<file path="src/rtl/sccb_pkg.sv">
// ============================================================================
// Module      : sccb_pkg
// Description : Shared state encoding, command flags and defaults for the
//               SCCB register-access engine.
// Revision    : 1.0
// ============================================================================
`default_nettype none

package sccb_pkg;

    typedef enum logic [2:0] {
        IDLE       = 3'd0,
        WR_CMD     = 3'd1,
        TX_BYTES   = 3'd2,
        WAIT_IDLE1 = 3'd3,
        RD_CMD     = 3'd4,
        RX         = 3'd5,
        WAIT_IDLE  = 3'd6,
        RESP       = 3'd7
    } sccb_state_t;

    typedef struct packed {
        logic start;
        logic read;
        logic write;
        logic write_multiple;
        logic stop;
    } sccb_cmd_t;

    localparam logic [6:0]  OV7670_ADDR      = 7'h21;
    localparam logic [15:0] DEFAULT_PRESCALE = 16'd63;

endpackage

`default_nettype wire

</file>
<file path="src/rtl/sccb_byte_serializer.sv">
// ============================================================================
// Module      : sccb_byte_serializer
// Description : Presents a loaded word MSB-first as an 8-bit stream with tlast.
// Revision    : 1.0
// ============================================================================
`default_nettype none

module sccb_byte_serializer
    import sccb_pkg::*;
#(
    parameter int WORD_W = 16,
    parameter int CNT_W  = 2
) (
    input  logic              clk,
    input  logic              reset_,
    input  logic              load,
    input  logic [WORD_W-1:0] load_word,
    input  logic [CNT_W-1:0]  load_count,
    input  logic              enable,
    output logic [7:0]        tdata,
    output logic              tvalid,
    output logic              tlast,
    input  logic              tready
);

    logic [WORD_W-1:0] r_shift;
    logic [CNT_W-1:0]  r_cnt;

    assign tvalid = enable && (r_cnt != '0);
    assign tlast  = (r_cnt == CNT_W'(1));
    assign tdata  = r_shift[WORD_W-1 -: 8];

    always_ff @(posedge clk or negedge reset_) begin
        if (!reset_) begin
            r_shift <= '0;
            r_cnt   <= '0;
        end else if (load) begin
            r_shift <= load_word;
            r_cnt   <= load_count;
        end else if (tvalid && tready) begin
            r_shift <= r_shift << 8;
            r_cnt   <= r_cnt - 1'b1;
        end
    end

endmodule

`default_nettype wire

</file>
<file path="src/rtl/sccb_reg_access.sv">
// ============================================================================
// Module      : sccb_reg_access
// Description : Single register read/write engine driving an AXI-stream i2c
//               master with SCCB-style sequencing and a transaction timeout.
// Revision    : 1.0
// ============================================================================
`default_nettype none

module sccb_reg_access
    import sccb_pkg::*;
#(
    parameter logic [6:0]  DEV_ADDR    = OV7670_ADDR,
    parameter int          REG_W       = 8,
    parameter int          DATA_W      = 8,
    parameter logic [15:0] PRESCALE    = DEFAULT_PRESCALE,
    parameter int          TIMEOUT_CYC = 1_000_000
) (
    input  logic              clk,
    input  logic              reset_,
    input  logic              req_valid,
    output logic              req_ready,
    input  logic              req_write,
    input  logic [REG_W-1:0]  req_reg,
    input  logic [DATA_W-1:0] req_wdata,
    output logic              rsp_valid,
    output logic [DATA_W-1:0] rsp_rdata,
    output logic              rsp_err,
    output logic [6:0]        s_axis_cmd_address,
    output logic              s_axis_cmd_start,
    output logic              s_axis_cmd_read,
    output logic              s_axis_cmd_write,
    output logic              s_axis_cmd_write_multiple,
    output logic              s_axis_cmd_stop,
    output logic              s_axis_cmd_valid,
    input  logic              s_axis_cmd_ready,
    output logic [7:0]        s_axis_data_tdata,
    output logic              s_axis_data_tvalid,
    input  logic              s_axis_data_tready,
    output logic              s_axis_data_tlast,
    input  logic [7:0]        m_axis_data_tdata,
    input  logic              m_axis_data_tvalid,
    output logic              m_axis_data_tready,
    input  logic              m_axis_data_tlast,
    input  logic              busy,
    input  logic              missed_ack,
    output logic [15:0]       prescale,
    output logic              stop_on_idle
);

    localparam int c_WORD_W = REG_W + DATA_W;
    localparam int c_CNT_W  = $clog2(c_WORD_W/8 + 1);
    localparam int c_RXC_W  = $clog2(DATA_W/8 + 1);
    localparam int c_TMO_W  = $clog2(TIMEOUT_CYC + 1);

    localparam logic [c_CNT_W-1:0] c_ALL_BYTES  = c_CNT_W'(c_WORD_W/8);
    localparam logic [c_CNT_W-1:0] c_REG_BYTES  = c_CNT_W'(REG_W/8);
    localparam logic [c_RXC_W-1:0] c_DATA_BYTES = c_RXC_W'(DATA_W/8);
    localparam logic [c_RXC_W-1:0] c_RX_ONE     = c_RXC_W'(1);
    localparam logic [c_TMO_W-1:0] c_TMO_LAST   = c_TMO_W'(TIMEOUT_CYC - 1);

    sccb_state_t         r_state, w_next;
    sccb_cmd_t           w_cmd;
    logic                r_ready_en;
    logic                r_write;
    logic [REG_W-1:0]    r_reg;
    logic [DATA_W-1:0]   r_wdata;
    logic                r_err;
    logic                r_settle;
    logic [c_TMO_W-1:0]  r_tmo;
    logic [c_RXC_W-1:0]  r_rx_left;
    logic [DATA_W-1:0]   r_rx_shift;
    logic [DATA_W-1:0]   r_rsp_rdata;

    logic w_accept, w_tmo_fire, w_rx_hs, w_last_hs;
    logic w_ser_en, w_ser_load, w_ser_valid, w_ser_last;
    logic w_unused;

    assign w_unused   = m_axis_data_tlast;
    assign w_accept   = req_valid && req_ready;
    assign w_rx_hs    = m_axis_data_tvalid && m_axis_data_tready;
    assign w_tmo_fire = (r_state != IDLE) && (r_state != RESP) && (r_tmo == c_TMO_LAST);
    assign w_ser_en   = (r_state == TX_BYTES);
    assign w_ser_load = (r_state == WR_CMD) && s_axis_cmd_ready;
    // Last handshake of a phase opens the settle window before busy is trusted.
    assign w_last_hs  = (w_ser_valid && s_axis_data_tready && w_ser_last)
                     || (w_rx_hs && (r_rx_left == c_RX_ONE));

    sccb_byte_serializer #(
        .WORD_W (c_WORD_W),
        .CNT_W  (c_CNT_W)
    ) u_ser (
        .clk        (clk),
        .reset_     (reset_),
        .load       (w_ser_load),
        .load_word  ({r_reg, r_wdata}),
        .load_count (r_write ? c_ALL_BYTES : c_REG_BYTES),
        .enable     (w_ser_en),
        .tdata      (s_axis_data_tdata),
        .tvalid     (w_ser_valid),
        .tlast      (w_ser_last),
        .tready     (s_axis_data_tready)
    );

    assign s_axis_data_tvalid        = w_ser_valid;
    assign s_axis_data_tlast         = w_ser_valid && w_ser_last;
    assign s_axis_cmd_address        = DEV_ADDR;
    assign s_axis_cmd_start          = w_cmd.start;
    assign s_axis_cmd_read           = w_cmd.read;
    assign s_axis_cmd_write          = w_cmd.write;
    assign s_axis_cmd_write_multiple = w_cmd.write_multiple;
    assign s_axis_cmd_stop           = w_cmd.stop;
    assign rsp_err                   = rsp_valid && r_err;
    assign rsp_rdata                 = r_rsp_rdata;
    assign prescale                  = PRESCALE;
    assign stop_on_idle              = 1'b1;

    always_ff @(posedge clk or negedge reset_) begin
        if (!reset_) r_state <= IDLE;
        else         r_state <= w_next;
    end

    always_comb begin
        w_next             = r_state;
        w_cmd              = '0;
        req_ready          = 1'b0;
        s_axis_cmd_valid   = 1'b0;
        m_axis_data_tready = 1'b0;
        rsp_valid          = 1'b0;
        case (r_state)
            IDLE: begin
                req_ready = r_ready_en;
                if (req_valid && r_ready_en) w_next = WR_CMD;
            end
            WR_CMD: begin
                s_axis_cmd_valid     = 1'b1;
                w_cmd.start          = 1'b1;
                w_cmd.write_multiple = 1'b1;
                w_cmd.stop           = 1'b1;
                if (s_axis_cmd_ready) w_next = TX_BYTES;
            end
            TX_BYTES: begin
                if (w_ser_valid && s_axis_data_tready && w_ser_last)
                    w_next = r_write ? WAIT_IDLE : WAIT_IDLE1;
            end
            WAIT_IDLE1: begin
                if (!r_settle && !busy) w_next = RD_CMD;
            end
            RD_CMD: begin
                // SCCB has no repeated start: only the first read opens, only the last closes.
                s_axis_cmd_valid = 1'b1;
                w_cmd.start      = (r_rx_left == c_DATA_BYTES);
                w_cmd.read       = 1'b1;
                w_cmd.stop       = (r_rx_left == c_RX_ONE);
                if (s_axis_cmd_ready) w_next = RX;
            end
            RX: begin
                m_axis_data_tready = 1'b1;
                if (m_axis_data_tvalid)
                    w_next = (r_rx_left == c_RX_ONE) ? WAIT_IDLE : RD_CMD;
            end
            WAIT_IDLE: begin
                if (!r_settle && !busy) w_next = RESP;
            end
            RESP: begin
                rsp_valid = 1'b1;
                w_next    = IDLE;
            end
            default: w_next = IDLE;
        endcase
        if (w_tmo_fire) w_next = RESP;
    end

    always_ff @(posedge clk or negedge reset_) begin
        if (!reset_) begin
            r_ready_en  <= 1'b0;
            r_write     <= 1'b0;
            r_reg       <= '0;
            r_wdata     <= '0;
            r_err       <= 1'b0;
            r_settle    <= 1'b0;
            r_tmo       <= '0;
            r_rx_left   <= '0;
            r_rx_shift  <= '0;
            r_rsp_rdata <= '0;
        end else begin
            r_ready_en <= 1'b1;
            r_settle   <= w_last_hs;
            if (w_accept) begin
                r_write    <= req_write;
                r_reg      <= req_reg;
                r_wdata    <= req_wdata;
                r_err      <= 1'b0;
                r_tmo      <= '0;
                r_rx_left  <= c_DATA_BYTES;
                r_rx_shift <= '0;
            end else begin
                if (r_state != IDLE)                      r_tmo <= r_tmo + 1'b1;
                if ((missed_ack && r_state != IDLE) || w_tmo_fire) r_err <= 1'b1;
                if (w_rx_hs) begin
                    r_rx_shift <= (r_rx_shift << 8) | DATA_W'(m_axis_data_tdata);
                    r_rx_left  <= r_rx_left - 1'b1;
                end
            end
            // Aborted and write transactions report zero read data.
            if (w_next == RESP && r_state != RESP)
                r_rsp_rdata <= (w_tmo_fire || r_write) ? '0 : r_rx_shift;
        end
    end

endmodule

`default_nettype wire
</file>
<file path="config.mk">
export PLATFORM = sky130hd
export DESIGN_NAME = sccb_reg_access
export DESIGN_NICKNAME = d
export VERILOG_FILES = /design/src/rtl/sccb_pkg.sv /design/src/rtl/sccb_byte_serializer.sv /design/src/rtl/sccb_reg_access.sv
export SDC_FILE = /design/constraint.sdc
export NUM_CORES = 1
export LEC_CHECK = 0
export BUFFER_PORTS_ARGS = -buffer_cell sky130_fd_sc_hd__clkbuf_2
export CAP_MARGIN = 0
export CORE_MARGIN = 2
export CORE_UTILIZATION = 49
export DETAILED_ROUTE_END_ITERATION = 7
export GPL_TIMING_DRIVEN = 0
export PLACE_DENSITY = 0.76
export SLEW_MARGIN = 0
export SYNTH_ARGS = -nofsm -noshare
export SYNTH_HDL_FRONTEND = slang
export SYNTH_SLANG_ARGS = --single-unit
</file>
<file path="constraint.sdc">
create_clock -name clk -period 1.91 [get_ports clk]
set_input_delay 0.191 -clock clk [delete_from_list [all_inputs] [get_ports clk]]
set_output_delay 0.191 -clock clk [all_outputs]
set_load 0.01 [all_outputs]
</file>
==> summary.md <==
| Metric | Value |
|---|---|
| Status | complete, but fails checks |
| Failing checks | setup timing |
| CP required | 2180 ps |
| Clock-pin slew on the worst setup and hold paths | 80 ps |
| Worst slew pin tran | 561 ps |
| Top flop regs | r_tmo: 20 flops, u_ser.r_shift: 16 flops |
| Logic pwr share | 0.371 |
| Vias per cell | 5.03 |
| DP Worst Slack | -237 ps |
| Switch share | 0.345 |
| CP bufs+invs | 3 |
| Final min period | 1940 ps |
| Hold slack | 18.4 ps |
| Crit share post-route | 1.01 |
| Final Slew Violations | 0 |
| H-Tree Depth | 3 |
| Commonest non-fill, non-tap cells in the layout | 112 x nand2_1, 75 x dfrtp_1, 60 x clkbuf_2 |
| Final Worst Setup Slack | -28.4 ps |
| Critical Path Sink Type | register |
| Reg2reg path depth | 9 |
| Die width | roughly 94 µm |
| Pwr dens | 1360 nW/µm² |
| Antenna Diode Count | 0 |
| Syn Area/Cell | 9.35 µm² |
| Drt wl/cell | 14.0 µm |
| Nets | 564 |
| Commonest non-fill, non-tap cell in the layout | nand2_1 |
| Hpwl dp | 6.10 mm |
| Tightest Hold Check Type | primary input to register |
| Max FO, Critical Path | 8 |
| Worst slew margin | 0.626 |
| Worst-Skew Late Latency | 360 ps |
| Placed inst area | between 4000 and 5000 µm² |
| RSZ-0062 raised after global routing | true |
| Layout fillers | approximately 660 |
| GRT overflow | 0 |
| First-pass GRT wire length | 14.6 mm |
| Fin. Hold Viols | 0 |
| Design Area, Final | 4960 µm² |
| Psw | between 0.002 and 0.0025 W |
| Clk buf depth | 2 |
| Ranking of synthesized cells by area | dfrtp_1 49%, nand2_1 11%, buf_4 6.7%, mux2i_1 4.1%, xnor2_1 3.3% |
| First-pass DRT Iterations | 4 |
| Layout cell share with drive strength beyond 1 | 0.303 |
| Clock Power Share | 0.239 |
| CP Launch Type | register |
| Internal | about 0.0044 W |
| Post-Route WL | 8.85 mm |
| # clock sinks | slightly below 80 |
| Synth Cell Area | 3950 µm² |
| Die span in y | 93.8 µm |
| Top-area cell type share of the netlist area | 0.494 |
| Global placement routability congestion | 0.820 |
| Core area | about 7800 µm² |
| Worst vdd ir | 812 µV |
| Final setup TNS | -66.4 ps |
| Met1 usage | 0.272 |
| Total vias in the final route | around 3200 |
| TritonCTS Buffers | 9 |
| CP Depth | 9 |
| Largest register FFs | 20 |
| Mapped Cells | 422 |
| Cell Count, Final, Fillers Out | ~630 |
| Starting Density | 0.508 |
| IO buf count | 59 |
| Worst path max stage delay | 370 ps |
| Yosys cell types | between 40 and 50 |
| P&R area growth vs syn | 25.6% |
| Hold depth | 3 |
| Seq cells post-synth | 78 |
| Fmax achieved | 516 MHz |
| Layout Skew | 12.7 ps |
| Crit path cell chain | inv_2, ha_4, nor4b_4, buf_4, nand4b_1, a41oi_2, o21a_1, buf_6, mux2i_1 |
| Final setup viols | 5 |
| WS Path Type | register to register |
| Placed cell count | 608 |
| Root buffer cell | clkbuf_8 |
| LEAKAGE | between 2 and 2.5 nW |
| Critical-path top delay cell | dfrtp_1 |
| Largest net degree at the start of global routing | 60 |
| Met2 Usage GRT | 0.360 |
| Top reg by flops | r_tmo |
| GRT Total Usage | 0.212 |
| Initial DRC Count | about 190 |
| Yosys warns | 0 |
| Arrival @ worst endpoint | 2210 ps |
| Post-DRT Antenna Nets | 0 |
| GR peak layer | met2 |
| CTS tree | done |
| Initial antenna violation count | 0 |
| Top delay family on crit path | simple AND/OR/NAND/NOR gates |
| Post-route DRC | 0 |
| Vias in the first global route | 3200 |
| Register share of total power | 0.390 |
| Cell row count | 32 |
| Cell taking the most area after synthesis | dfrtp_1 |
| Die ar. | about 9000 µm² |
| Number of I/O pins | 86 |
| GR Util met3 | 0.0377 |
| Seq/Total Area, Yosys | 0.494 |
| Max-cap viol count | 0 |
==> synthesized netlist by cell type, drive strengths merged <==
cell type / number
and4b: 1
nor4: 6
or3: 4
inv: 9
nand3: 9
ha: 3
nor2b: 3
o311ai: 1
dfrtp: 78
nor4b: 3
a41oi: 1
nor3b: 2
nor3: 8
a221oi: 1
a221o: 1
nor4bb: 1
o21ai: 23
nand4b: 1
or2: 1
nand2: 113
o211ai: 1
and2: 4
and3: 3
buf: 44
mux2i: 16
a21o: 2
xnor2: 15
o21a: 2
nand4: 5
and4: 2
a21oi: 15
xor2: 1
clkbuf: 10
nand2b: 3
nor2: 19
conb: 2
o311a: 1
nand3b: 8
==> worst min-delay path, stage by stage <==
cell,delay [ps]
clkbuf_2,70
nand2_1,40
nand2_1,40
==> power by group through the flow <==
stage / combinational, W / clock (W) / sequential, W
6_report: 0.00249 / 0.00161 / 0.00263
5_1_grt: 0.00277 / 0.00171 / 0.00271
4_1_cts: 0.00234 / 0.00163 / 0.00261
3_5_place_dp: 0.00219 / 0 / 0.00265
3_3_place_gp: 0.00210 / 0 / 0.00261
2_1_floorplan: 0.00154 / 0 / 0.00259
==> per-layer routing <==
metal  wire (µm)  vias up
met5           0        -
met3         365       16
met1        3880     1547
met4         178        0
met2        4430       76
li1            -     1553
==> kinds of logic after synthesis <==
kind of cell,synth area share
xor gates and xnor gates,0.0355
DFF,0.494
muxes,0.0406
other,0.00190
AOI/OAI and AO/OA,0.0713
buffers and inverters,0.0973
adders and majority gates,0.00951
and+or+nand+nor,0.249
==> path summary, 6_finish.rpt <==
path | slack (ps) | endpoint | start
max | -30 | rsp_rdata[5]$_DFFE_PN0P_ | u_ser.r_cnt[1]$_DFFE_PN0P_
min | 20 | r_wdata[7]$_DFFE_PN0P_ | req_wdata[7]
max reg2reg | -30 | rsp_rdata[5]$_DFFE_PN0P_ | u_ser.r_cnt[1]$_DFFE_PN0P_
min reg2reg | 480 | r_wdata[5]$_DFFE_PN0P_ | r_wdata[5]$_DFFE_PN0P_
max in group asynchronous | 1010 | r_tmo[1]$_DFFE_PN0P_ | reset_
min in group asynchronous | 280 | r_tmo[18]$_DFFE_PN0P_ | reset_
==> area by class of cell <==
cell class | instances | area (µm²) | area share
Clock inverter | 6 | 134 | 0.0270
Timing Repair Buffer | 70 | 409 | 0.0825
Clock buffer | 10 | 128 | 0.0257
Tap cell | 102 | 128 | 0.0257
Sequential cell | 78 | 1960 | 0.394
Buffer | 54 | 370 | 0.0747
Inverter | 9 | 33.8 | 0.00681
Multi-Input combinational cell | 305 | 1800 | 0.363
==> what timing repair did <==
action                                  CTS  global route
setup buffers                             5             4
hold endpoints to repair                 19             0
pin swaps                                 6             5
hold buffers                              1             0
cloned                                    0             0
resized for setup                        15            26
endpoints found under the setup margin   42            33
==> metrics by stage <==
stage	power [W]	utilization
after floorplan	0.00413	-
after global placement	0.00472	0.574
after detailed placement	0.00483	0.578
after CTS	0.00659	0.626
after global routing	0.00720	0.638
final	0.00673	0.638
(Power assumes the default switching activity.)
